==> src/rtl/lives_hud_ctrl.sv <==
// Lives HUD: tracks the player's life count through PLAYING/DYING/GAME_OVER
// and renders one 24x24 sprite icon per life through a two-stage pixel pipeline.
module lives_hud_ctrl #(
  parameter int HUD_X        = 16,
  parameter int HUD_Y        = 8,
  parameter int ICON_PITCH   = 28,
  parameter int START_LIVES  = 3,
  parameter int MAX_LIVES    = 5,
  parameter int DYING_FRAMES = 60,
  parameter int BLINK_FRAMES = 8
) (
  input  logic       Clk,
  input  logic       Reset_n,
  input  logic       frame_start,
  input  logic [9:0] DrawX,
  input  logic [9:0] DrawY,
  input  logic       lose_life,
  input  logic       add_life,
  input  logic       new_game,
  output logic [9:0] rom_addr,
  input  logic [3:0] rom_data,
  output logic       live_pixel_on,
  output logic [3:0] live_color_idx,
  output logic [2:0] lives,
  output logic       game_over
);

  localparam int ICON_SIZE = 24;
  localparam int FW        = $clog2(DYING_FRAMES + 1);
  localparam int BW        = $clog2(BLINK_FRAMES + 1);

  typedef enum logic [1:0] {PLAYING, DYING, GAME_OVER} state_t;

  state_t         state, state_n;
  logic [2:0]     lives_n;
  logic [FW-1:0]  frame_cnt, frame_cnt_n;
  logic [BW-1:0]  blink_cnt, blink_cnt_n;
  logic           blink_on, blink_on_n;

  logic [MAX_LIVES-1:0] icon_en;
  logic                 hit_c, hit1, hit2;
  logic [9:0]           addr_c;

  // NOTE: state is updated with non-blocking assignments so every register
  // samples pre-edge values, independent of statement order.
  always_ff @(posedge Clk or negedge Reset_n) begin
    if (!Reset_n) begin
      state     <= PLAYING;
      lives     <= 3'(START_LIVES);
      frame_cnt <= '0;
      blink_cnt <= '0;
      blink_on  <= 1'b0;
    end else begin
      state     <= state_n;
      lives     <= lives_n;
      frame_cnt <= frame_cnt_n;
      blink_cnt <= blink_cnt_n;
      blink_on  <= blink_on_n;
    end
  end

  always_comb begin
    // NOTE: every next-state signal gets a default before any branch, so no
    // path can leave one unassigned and infer a latch.
    state_n     = state;
    lives_n     = lives;
    frame_cnt_n = frame_cnt;
    blink_cnt_n = blink_cnt;
    blink_on_n  = blink_on;

    if (new_game) begin
      state_n     = PLAYING;
      lives_n     = 3'(START_LIVES);
      frame_cnt_n = '0;
      blink_cnt_n = '0;
      blink_on_n  = 1'b0;
    end else begin
      unique case (state)
        PLAYING: begin
          // A simultaneous add_life is dropped when a life is lost.
          if (lose_life && lives != 3'd0) begin
            state_n     = DYING;
            lives_n     = lives - 3'd1;
            frame_cnt_n = FW'(DYING_FRAMES);
            blink_cnt_n = '0;
            blink_on_n  = 1'b1;
          end else if (add_life && lives < 3'(MAX_LIVES)) begin
            lives_n = lives + 3'd1;
          end
        end
        DYING: begin
          if (frame_start) begin
            if (frame_cnt <= FW'(1)) begin
              frame_cnt_n = '0;
              blink_cnt_n = '0;
              blink_on_n  = 1'b0;
              state_n     = (lives == 3'd0) ? GAME_OVER : PLAYING;
            end else begin
              frame_cnt_n = frame_cnt - FW'(1);
              if (blink_cnt == BW'(BLINK_FRAMES - 1)) begin
                blink_cnt_n = '0;
                blink_on_n  = ~blink_on;
              end else begin
                blink_cnt_n = blink_cnt + BW'(1);
              end
            end
          end
        end
        GAME_OVER: lives_n = '0;
        default:   state_n = PLAYING;
      endcase
    end
  end

  // The icon just lost blinks in place while dying.
  always_comb begin
    icon_en = '0;
    for (int i = 0; i < MAX_LIVES; i++) begin
      icon_en[i] = (i < int'(lives)) ||
                   (state == DYING && i == int'(lives) && blink_on);
    end
  end

  // ICON_PITCH >= ICON_SIZE keeps icons disjoint, so at most one can match.
  always_comb begin
    hit_c  = 1'b0;
    addr_c = '0;
    for (int i = 0; i < MAX_LIVES; i++) begin
      if (int'(DrawX) >= HUD_X + i * ICON_PITCH &&
          int'(DrawX) <  HUD_X + i * ICON_PITCH + ICON_SIZE &&
          int'(DrawY) >= HUD_Y && int'(DrawY) < HUD_Y + ICON_SIZE &&
          icon_en[i]) begin
        hit_c  = 1'b1;
        addr_c = 10'((int'(DrawY) - HUD_Y) * ICON_SIZE +
                     (int'(DrawX) - HUD_X - i * ICON_PITCH));
      end
    end
  end

  // hit2 lines up with rom_data, which the ROM returns one cycle after rom_addr.
  always_ff @(posedge Clk or negedge Reset_n) begin
    if (!Reset_n) begin
      hit1     <= 1'b0;
      hit2     <= 1'b0;
      rom_addr <= '0;
    end else begin
      hit1     <= hit_c;
      hit2     <= hit1;
      rom_addr <= addr_c;
    end
  end

  assign live_color_idx = rom_data;
  assign live_pixel_on  = hit2 && (rom_data != 4'd0);
  assign game_over      = (state == GAME_OVER);

endmodule

==> config.mk <==
export PLATFORM = sky130hd
export DESIGN_NAME = lives_hud_ctrl
export DESIGN_NICKNAME = d
export VERILOG_FILES = /design/src/rtl/lives_hud_ctrl.sv
export SDC_FILE = /design/constraint.sdc
export NUM_CORES = 1
export LEC_CHECK = 0
export BUFFER_PORTS_ARGS = -buffer_cell sky130_fd_sc_hd__buf_2
export CAP_MARGIN = 10
export CORE_MARGIN = 2
export CORE_UTILIZATION = 45
export DETAILED_ROUTE_END_ITERATION = 8
export PLACE_DENSITY = 0.68
export RECOVER_POWER = 50
export SLEW_MARGIN = 20
export SYNTH_ARGS = -nofsm -noshare
export SYNTH_HDL_FRONTEND = slang
export SYNTH_SLANG_ARGS = --single-unit
==> constraint.sdc <==
create_clock -name Clk -period 2.33 [get_ports Clk]
set_input_delay 0.466 -clock Clk [delete_from_list [all_inputs] [get_ports Clk]]
set_output_delay 0.466 -clock Clk [all_outputs]
set_load 0.05 [all_outputs]
==> impl_metrics.env <==
export IMPL_grt_pass1_vias=3233
export IMPL_synth_mux_area_share_pct=1.30
export IMPL_fin_ws_ns=-0.662
export IMPL_grt_pass1_wl_um=14800
export IMPL_peakVddDrop_mv=0.344
export IMPL_portBuffers=48
export IMPL_clock_latency_ns=0.27
export IMPL_hold_end="hit2"
export IMPL_ys_ff_latch=28
export IMPL_hold_path_class="reg -> reg"
export IMPL_track_usage_pct=21.8
export IMPL_place_congestion=0.935
export IMPL_antenna_left=0
export IMPL_syn2layout_area_growth_pct=47.1
export IMPL_violations="setup timing"
export IMPL_yosysSeqAreaShare_pct=20.9
export IMPL_cts_tree="built"
export IMPL_syn_num_nets=485
export IMPL_critical_path_buf_inv_count=1
export IMPL_power_density_nw_per_um2=694
export IMPL_grt_max_degree=29
export IMPL_first_iter_violations=204
export IMPL_initial_core_util_pct=46.4
export IMPL_finalClockSkew_ns=0.0106
export IMPL_synth_simple_area_share_pct=13.2
export IMPL_antenna_found_initial=0
export IMPL_finalCritPeriodShare_pct=128
export IMPL_async_reset_ff_share_pct=100
export IMPL_synth_area_leaders="ha_1, dfrtp_1, fa_1"
export IMPL_synth_fa_ha_area_share_pct=26.3
export IMPL_ys_types=58
export IMPL_nNetsFinal=626
export IMPL_rsz0062_at_grt="yes"
export IMPL_num_vias=3351
export IMPL_drive_gt1_share_pct=41.6
export IMPL_worstPathCellList="buf_8, ha_4, ha_4, fa_2, fa_2, o21bai_4, a21o_1, a21oi_2, xnor2_1, a221oi_1, o21a_1, o22ai_1"
export IMPL_slew_violations=0
export IMPL_worstPathMaxFanout=3
export IMPL_reg2reg_setup_slack_ns=0.03
export IMPL_cts_made_buffers=3
export IMPL_clockBufferDepth=2
export IMPL_hpwl_um=7320
export IMPL_synth_xor_area_share_pct=9.27
export IMPL_critPathRequiredTime_ns=2.48
export IMPL_whs_path_depth=0
export IMPL_yosysTopAreaCell="ha_1"
export IMPL_synth_most_common_cell="ha_1"
export IMPL_die_area_sq_um=8180
export IMPL_die_width_um=90.4
export IMPL_leakage_nw=2.44
export IMPL_design_core_area_sq_um=7250
export IMPL_rr_worst_depth=10
export IMPL_synth_edf_count=0
export IMPL_slew_headroom_pct=4.08
export IMPL_netlist_area_sq_um=3360
export IMPL_totalWireLength_um=9290
export IMPL_io_pins=49
export IMPL_path_class="in -> reg"
export IMPL_max_freq_ghz=0.334
export IMPL_drt_vias_per_instance=5.32
export IMPL_htree_levels=1
export IMPL_cp_data_arrival_time_ns=3.14
export IMPL_drtPass1Iterations=7
export IMPL_slowest_stage="fa_2"
export IMPL_clock_sinks=28
export IMPL_path_delay_family="adder cells"
export IMPL_min_from="hit1"
export IMPL_dp_slack_ns=-0.927
export IMPL_worst_slew_pin_slew_ns=1.44
export IMPL_drc=0
export IMPL_worst_setup_path_end_kind="flip-flop"
export IMPL_synth_compound_area_share_pct=21.3
export IMPL_finalHoldViolations=0
export IMPL_diodes=0
export IMPL_synth_top_family_by_area="adder cells"
export IMPL_synth_cells=391
export IMPL_cts_hold_buf=0
export IMPL_wl_per_cell_um=14.7
export IMPL_cp_slowest_stage_delay_ns=0.59
export IMPL_reg2reg_to="rom_addr[5]"
export IMPL_synth_top_area_share_pct=19.7
export IMPL_startpoint_type="input pin"
export IMPL_ys_warn_count=0
export IMPL_setup_viol=5
export IMPL_ys_flop_type="dfrtp_1"
export IMPL_setup_tns_ns=-2.40
export IMPL_grt_ovfl_total=0
export IMPL_period_minus_slack_ns=2.99
export IMPL_synth_avg_cell_area_sq_um=8.60
export IMPL_cts_root_buf="clkbuf_8"
export IMPL_status="finished, violations left"
export IMPL_cts_clk_slew_worst_paths_ns=0.08
export IMPL_r2r_start="lives[1]"
export IMPL_die_h_um=90.4
export IMPL_fp_row_count=31
export IMPL_synth_common_cells="ha_1, inv_1, nor2_1"
export IMPL_drv_cap=0
[metrics by stage]
step	total power [mW]	hold WS, ns	utilization (%)	cells	instance area, sq um
global placement	2.72	0.337	62.7	616	4550
global route	3.70	0.388	68.2	630	4950
finish	3.43	0.358	68.2	630	4950
floorplan	2.06	0.170	-	391	3580
detailed placement	2.79	0.345	62.7	616	4550
CTS	3.17	0.215	65.6	623	4760
[worst reg2reg max path, delay by kind of cell (launching register included)]
kind	cells	cell delay, ns
muxes	1	0.26
DFF	1	0.63
and+or+nand+nor	3	0.39
adders and majority gates	1	0.19
buffers and inverters	2	0.23
AOI/OAI and AO/OA	3	0.50
[routing by layer]
layer,part of all wire [%],track usage (%),up-vias
li1,-,-,1631
met5,0,0,-
met4,2.3,5.38,0
met3,3.8,1.34,18
met2,50,39.0,102
met1,44,28.6,1600
[cells in the final DEF (no fill, tap or decap), drive strengths merged, types with 2 or more instances in the layout]
| cell type | count |
|---|---|
| or3 | 2 |
| nand3b | 3 |
| inv | 49 |
| nand2b | 2 |
| xnor2 | 19 |
| nand2 | 19 |
| a222oi | 4 |
| xor2 | 14 |
| buf | 142 |
| a21o | 11 |
| a31oi | 10 |
| o31ai | 3 |
| o21a | 3 |
| fa | 11 |
| or2 | 2 |
| clkbuf | 10 |
| o21bai | 5 |
| dfrtp | 26 |
| o211ai | 3 |
| a21oi | 29 |
| nor3 | 12 |
| ha | 53 |
| a221oi | 3 |
| nor2 | 33 |
| and2 | 2 |
| o221ai | 2 |
| a221o | 2 |
| o21ai | 24 |
| nor2b | 8 |
| nand3 | 4 |
| mux2 | 3 |
| dfstp | 2 |
[worst max path at each step]
stage,startpoint,end,slack (ns),depth (start not counted)
finish,DrawY[2],rom_addr[9],-0.66,12
global route,DrawY[3],rom_addr[9],-0.80,15
detailed placement,DrawY[1],rom_addr[9],-0.93,13
floorplan,DrawY[1],rom_addr[9],-0.73,14
CTS,DrawY[2],rom_addr[9],-0.57,12
global placement,DrawY[1],rom_addr[9],-0.87,14
[where the power goes]
group	internal [mW]	total (mW)	switching, mW	leakage (nW)
sequential	0.571	0.629	0.0579	0.369
combinational	1.25	2.54	1.30	2.05
clock	0.122	0.261	0.139	0.0228
total	1.94	3.43	1.49	2.44
[registers in the layout, indices dropped and copies added, names as in the netlist]
register,flops
hit2,1
state,2
frame_cnt,6
blink_cnt,4
lives,3
hit1,1
rom_addr,10
blink_on,1
[layout make-up]
| cell class | count | area, sq um |
|---|---|---|
| sequential | 28 | 711 |
| inverter | 50 | 209 |
| multi-input combinational | 301 | 2790 |
| tap | 99 | 124 |
| clock buffer | 4 | 45.0 |
| fill | 594 | 2310 |
| timing repair buffer | 148 | 1070 |
[logic make-up after synthesis]
logic type	after synthesis
flops	28
simple gates	91
buf+inv	62
xor+xnor	34
compound gates	108
fa+ha+maj	64
mux	4
[repair_timing]
| item | 4_1_cts | 5_1_grt |
|---|---|---|
| endpoints found under the setup margin | 20 | 22 |
| pin swaps | 23 | 28 |
| resized for setup | 36 | 37 |
| buffers inserted | 3 | 8 |
No activity file was read; power rests on OpenSTA's default activity.
